--- src/rtl/fifo_status_tracker_if.sv ---
// Status bundle between the write-side pointer logic and the FIFO status tracker.
// The tracker owns the slave modport; whoever supplies pointers drives the master modport.
interface fifo_status_tracker_if #(
    parameter int DATADEPTH = 16
);
    localparam int AW = $clog2(DATADEPTH);

    logic [AW-1:0] G_W_address;
    logic [AW-1:0] G_R_address;
    logic          w_en;
    logic          clr_err;
    logic          direction;
    logic          full;
    logic          empty;
    logic [AW:0]   level;
    logic          almost_full;
    logic          almost_empty;
    logic          overflow;

    modport master (
        output G_W_address, G_R_address, w_en, clr_err,
        input  direction, full, empty, level, almost_full, almost_empty, overflow
    );

    modport slave (
        input  G_W_address, G_R_address, w_en, clr_err,
        output direction, full, empty, level, almost_full, almost_empty, overflow
    );
endinterface

--- src/rtl/fifo_status_tracker.sv ---
// Write-domain status for a gray-pointer FIFO: quadrant direction flag, registered
// full/empty, fill level, almost thresholds and a sticky overflow flag.
module fifo_status_tracker #(
    parameter int DATADEPTH = 16,
    parameter int AF_THRESH = 12,
    parameter int AE_THRESH = 2
) (
    input  logic                   w_clk,
    input  logic                   w_rst,
    fifo_status_tracker_if.slave   st
);
    localparam int AW = $clog2(DATADEPTH);
    localparam int M  = AW - 1;

    function automatic logic [AW-1:0] gray2bin(input logic [AW-1:0] g);
        logic [AW-1:0] b;
        b[AW-1] = g[AW-1];
        for (int i = AW - 2; i >= 0; i--) begin
            b[i] = b[i+1] ^ g[i];
        end
        return b;
    endfunction

    logic          direction_q;
    logic          full_q;
    logic          empty_q;
    logic [AW:0]   level_q;
    logic          almost_full_q;
    logic          almost_empty_q;
    logic          overflow_q;

    logic          x1, x2;
    logic          dir_set, dir_clr, dir_nxt;
    logic          eq;
    logic [AW-1:0] diff;
    logic [AW:0]   level_nxt;
    logic          af_nxt, ae_nxt, ovf_nxt;

    // NOTE: every signal gets a default at the top of always_comb so no path
    // leaves it unassigned and no latch is inferred.
    always_comb begin
        x1        = 1'b0;
        x2        = 1'b0;
        dir_set   = 1'b0;
        dir_clr   = 1'b0;
        dir_nxt   = direction_q;
        eq        = 1'b0;
        diff      = '0;
        level_nxt = '0;
        af_nxt    = 1'b0;
        ae_nxt    = 1'b0;
        ovf_nxt   = overflow_q;

        // The two top gray bits identify the quadrant; a write one quadrant
        // behind the read means the FIFO is wrapping toward full.
        x1      = st.G_W_address[M] ^ st.G_R_address[M-1];
        x2      = st.G_W_address[M-1] ^ st.G_R_address[M];
        dir_set = x1 & ~x2;
        dir_clr = ~x1 & x2;
        if (dir_set) begin
            dir_nxt = 1'b1;
        end else if (dir_clr) begin
            dir_nxt = 1'b0;
        end

        eq   = (st.G_W_address == st.G_R_address);
        diff = gray2bin(st.G_W_address) - gray2bin(st.G_R_address);
        if (eq) begin
            level_nxt = dir_nxt ? (AW+1)'(DATADEPTH) : '0;
        end else begin
            level_nxt = {1'b0, diff};
        end

        af_nxt = (int'(level_nxt) >= AF_THRESH);
        ae_nxt = (int'(level_nxt) <= AE_THRESH);

        // Set dominates clear when both land in the same cycle.
        ovf_nxt = (st.w_en & full_q) | (overflow_q & ~st.clr_err);
    end

    // NOTE: sequential state uses non-blocking assignments so every register
    // samples the pre-edge values regardless of statement order.
    always_ff @(posedge w_clk) begin
        if (!w_rst) begin
            direction_q    <= 1'b0;
            full_q         <= 1'b0;
            empty_q        <= 1'b1;
            level_q        <= '0;
            almost_full_q  <= 1'b0;
            almost_empty_q <= 1'b1;
            overflow_q     <= 1'b0;
        end else begin
            direction_q    <= dir_nxt;
            full_q         <= eq & dir_nxt;
            empty_q        <= eq & ~dir_nxt;
            level_q        <= level_nxt;
            almost_full_q  <= af_nxt;
            almost_empty_q <= ae_nxt;
            overflow_q     <= ovf_nxt;
        end
    end

    assign st.direction    = direction_q;
    assign st.full         = full_q;
    assign st.empty        = empty_q;
    assign st.level        = level_q;
    assign st.almost_full  = almost_full_q;
    assign st.almost_empty = almost_empty_q;
    assign st.overflow     = overflow_q;
endmodule
--- src/flat_wrapper.sv ---
// flat-port wrapper written by rule: the top's interface ports become plain ports
module fifo_status_tracker_flat 
#(
    parameter int DATADEPTH = 16,
    parameter int AF_THRESH = 12,
    parameter int AE_THRESH = 2
)
  (w_clk, w_rst, st_G_W_address, st_G_R_address, st_w_en, st_clr_err, st_direction, st_full, st_empty, st_level, st_almost_full, st_almost_empty, st_overflow);
  fifo_status_tracker_if #(.DATADEPTH(DATADEPTH)) st_i ();
  input  logic w_clk;
  input  logic w_rst;
  input wire logic [$bits(st_i.G_W_address)-1:0] st_G_W_address;
  input wire logic [$bits(st_i.G_R_address)-1:0] st_G_R_address;
  input wire logic [$bits(st_i.w_en)-1:0] st_w_en;
  input wire logic [$bits(st_i.clr_err)-1:0] st_clr_err;
  output wire logic [$bits(st_i.direction)-1:0] st_direction;
  output wire logic [$bits(st_i.full)-1:0] st_full;
  output wire logic [$bits(st_i.empty)-1:0] st_empty;
  output wire logic [$bits(st_i.level)-1:0] st_level;
  output wire logic [$bits(st_i.almost_full)-1:0] st_almost_full;
  output wire logic [$bits(st_i.almost_empty)-1:0] st_almost_empty;
  output wire logic [$bits(st_i.overflow)-1:0] st_overflow;
  assign st_i.G_W_address = st_G_W_address;
  assign st_i.G_R_address = st_G_R_address;
  assign st_i.w_en = st_w_en;
  assign st_i.clr_err = st_clr_err;
  assign st_direction = st_i.direction;
  assign st_full = st_i.full;
  assign st_empty = st_i.empty;
  assign st_level = st_i.level;
  assign st_almost_full = st_i.almost_full;
  assign st_almost_empty = st_i.almost_empty;
  assign st_overflow = st_i.overflow;
  fifo_status_tracker #(.DATADEPTH(DATADEPTH), .AF_THRESH(AF_THRESH), .AE_THRESH(AE_THRESH)) u_core (.w_clk(w_clk), .w_rst(w_rst), .st(st_i));
endmodule
--- config.mk ---
export PLATFORM = sky130hd
export DESIGN_NAME = fifo_status_tracker_flat
export DESIGN_NICKNAME = d
export VERILOG_FILES = /design/src/rtl/fifo_status_tracker_if.sv /design/src/rtl/fifo_status_tracker.sv /design/src/flat_wrapper.sv
export SDC_FILE = /design/constraint.sdc
export NUM_CORES = 1
export LEC_CHECK = 0
export BUFFER_PORTS_ARGS = -buffer_cell sky130_fd_sc_hd__clkbuf_2
export CELL_PAD_IN_SITES_DETAIL_PLACEMENT = 1
export CELL_PAD_IN_SITES_GLOBAL_PLACEMENT = 1
export CORE_UTILIZATION = 31
export CTS_BUF_LIST = sky130_fd_sc_hd__clkbuf_4 sky130_fd_sc_hd__clkbuf_8
export DETAILED_ROUTE_END_ITERATION = 10
export PLACE_DENSITY = 0.73
export SLEW_MARGIN = 20
export SYNTH_ARGS = -nofsm -noshare
export SYNTH_HDL_FRONTEND = slang
export SYNTH_SLANG_ARGS = --single-unit
--- constraint.sdc ---
create_clock -name w_clk -period 2 [get_ports w_clk]
set_input_delay 0.2 -clock w_clk [delete_from_list [all_inputs] [get_ports w_clk]]
set_output_delay 0.2 -clock w_clk [all_outputs]
set_load 0.05 [all_outputs]
==> impl_metrics.csv <==
group,metric,value,unit
floorplanning,core_area,1540,um^2
clock_network,cts_sinks,10,
timing,fin_crit_sh,0.899,
cells_and_area,final_core_util,0.481,
pwr,power,0.767,mW
logic_synthesis,synth_warnings,0,
cells_and_area,antenna_cells,0,
timing,min_period,1.80,ns
setup_path,critical-path-top-delay-family,"adder cells",
routing,viasPerCell,4.54,
routing,ant_nets,0,
setup_path,r2r_cells,3,
timing,hold_viol_final,0,
cells_and_area,area_delta_synth_final,42.0,%
place,dpl_worst_slack,-0.110,ns
global_routing,grt_max_degree,7,
setup_path,cp_common_cell,"xnor2_1",
floorplanning,io_pins,23,
routing,wirelength,981,um
place,port_buffers,22,
setup_path,worstSetupStartpointType,"primary input",
place,hpwl,883,um
pwr,switching_share,0.396,
setup_path,reg2reg_slack,1.04,ns
logic_synthesis,synth_area_leaders,"dfxtp_1, xnor2_1, xor2_1",
setup_path,slowest_delay,0.44,ns
global_routing,grt_pass1_vias,450,
worst_hold_path,min_path_type,"in -> reg",
routing,first_pass_iters,1,
logic_synthesis,synth.largest_area_cell,"dfxtp_1",
timing,rsz0062_at_grt,"no",
logic_synthesis,synthesis.area,522,um^2
clock_network,post_cts_buffers,0,
global_routing,grt_use_total,0.119,
clock_network,cts-root-buf,"clkbuf_4",
floorplanning,die_y,43.0,um
setup_path,path_class,"in -> reg",
floorplanning,die_area,1850,um^2
routing,drt_iter0_markers,0,
global_routing,grt_remaining_overflow,0,
timing,fmax,0.556,GHz
floorplanning,fp.dieW,43.0,um
pwr,clockPowerShare,0.230,
logic_synthesis,yosysMostFrequentCell,"dfxtp_1",
setup_path,slowest_stage,"fa_1",
logic_synthesis,async_flop_share,0,
place,place.gp.congestion,0.702,
clock_network,hold_buffers,0,
setup_path,critPathMaxFanout,2,
timing,tightest_slew,0.264,ns
timing,setup_viol,0,
global_routing,grt_pass1_wl,1.63,mm
timing,relSlewSlack,0.823,
setup_path,cp_data_arrival_time,1.96,ns
floorplanning,start_util,0.338,
clock_network,numCtsBuffers,3,
setup_path,cp.depth,8,
clock_network,tritoncts,"yes",
logic_synthesis,synthTopCellsByCount,"dfxtp_1, xnor2_1, nor2_1, xor2_1",
clock_network,clock_latency,0.26,ns
routing,num_vias,454,
status,status,"finished clean",
cells_and_area,design_area,741,um^2
logic_synthesis,syn_avg_cell_area,10.2,um^2
clock_network,clk_pin_slew_worst_paths,0.06,ns
pwr,vdd_drop_max,0.314,mV
pwr,p_leak,0.368,nW
pwr,power_switching,0.304,mW
setup_path,cp-end-kind,"flop",
place,placed_area,704,um^2
setup_path,worst_ep_required_time,2.16,ns
pwr,seqPwrFrac,0.317,
timing,fin_skew,0.00158,ns
routing,avgRoutedWirePerCell,9.81,um
logic_synthesis,ys.flop_type,"dfxtp_1",
cells_and_area,nNetsFinal,101,
logic_synthesis,seq_area_frac_synth,0.384,
clock_network,cts_resized,0,
logic_synthesis,synth-seq-cells,10,
pwr,p_comb_frac,0.453,
clock_network,h-tree-depth,1,
timing,finalWorstSetupSlack,0.201,ns
logic_synthesis,synth.distinct_cells,20,
timing,report.final.slew_viol_count,0,
logic_synthesis,synth_edf_count,0,
pwr,powerDensity,1040,nW/um^2
timing,timing.hold.ws,0.185,ns
setup_path,path_cells,"clkbuf_2 > xnor2_1 > xor2_1 > xnor2_1 > ha_1 > fa_1 > o21a_1 > a31o_1",
worst_hold_path,min_path_cells,3,
logic_synthesis,syn-num-nets,67,
floorplanning,rows,14,
clock_network,clockBufferDepth,2,
logic_synthesis,syn_inst,51,
cells_and_area,drive_gt1_frac,0.452,
pwr,internal-power,0.463,mW
global_routing,antenna_found_initial,0,
routing,route.detailed.drc,0,
logic_synthesis,yosysTopAreaCellShare,0.384,
flow_run,maxCapViolCount,0,
setup_path,cp.buffers_inverters,1,
==> metal layers <==
| metal | track usage | vias to the layer above | part of all wire |
|---|---|---|---|
| li1 | - | 231 | - |
| met1 | 0.125 | 200 | 0.43 |
| met2 | 0.212 | 21 | 0.49 |
| met3 | 0.0255 | 2 | 0.061 |
| met4 | 0.0727 | 0 | 0.019 |
| met5 | 0 | - | 0 |
==> tightest hold or removal path, cell delays in order <==
cell and delay, ns:
clkbuf_2 0.08, nand2_1 0.05, a21boi_0 0.07
==> power by group through the flow <==
stage	Combinational, mW	Sequential [mW]	Clock (mW)
after floorplan	0.131	0.372	0
after global placement	0.347	0.247	0
after detailed placement	0.352	0.248	0
after CTS	0.354	0.243	0.180
after global routing	0.381	0.246	0.194
final	0.348	0.243	0.176
==> sequential cells by signal (all words and copies together), names as in the netlist <==
name and flops:
u_core.st.almost_full 1, u_core.st.almost_empty 1, u_core.st.level 5, u_core.st.direction 1, u_core.st.overflow 1, u_core.st.empty 1
==> logic make-up after synthesis <==
family	share of synthesized area
AO/OA/AOI/OAI	0.0983
XOR/XNOR	0.235
adder cells (fa/ha/maj)	0.132
buffers and inverters	0.0360
flip-flops	0.384
AND/OR/NAND/NOR	0.115
==> path summary, 6_finish.rpt <==
check                                                    start                           endpoint
worst max-delay path                         st_G_R_address[2]  u_core.st.almost_empty$_SDFF_PN1_
worst max register to register  u_core.st.direction$_SDFF_PN0_   u_core.st.almost_full$_SDFF_PN0_
worst min-delay path                                   st_w_en      u_core.st.overflow$_SDFF_PN0_
worst min register to register   u_core.st.overflow$_SDFF_PN0_      u_core.st.overflow$_SDFF_PN0_
==> metrics by stage <==
step / instances / TNS, ns
2_1_floorplan: 51 / 0
3_3_place_gp: 96 / -0.0769
3_5_place_dp: 96 / -0.110
4_1_cts: 100 / 0
5_1_grt: 100 / 0
6_report: 100 / 0
==> cell type report <==
type                    instances  area [um^2]
clock buffers                   4         36.3
inverters                       3         11.3
flip-flops and latches         10          200
fillers                       199          801
well taps                      16         20.0
multi-input cells              37          303
repair buffers                 30          170
==> placed cells by master, fill, tap and decap left out, types with 3 or more instances in the layout <==
cell      count
buf_4         8
ha_1          3
inv_1         3
clkbuf_4      3
clkbuf_2     22
dfxtp_1      10
xnor2_1       9
xor2_1        5
nor2_1        5
nand2_1       3
Note: power is estimated with default switching activity, not from simulation.
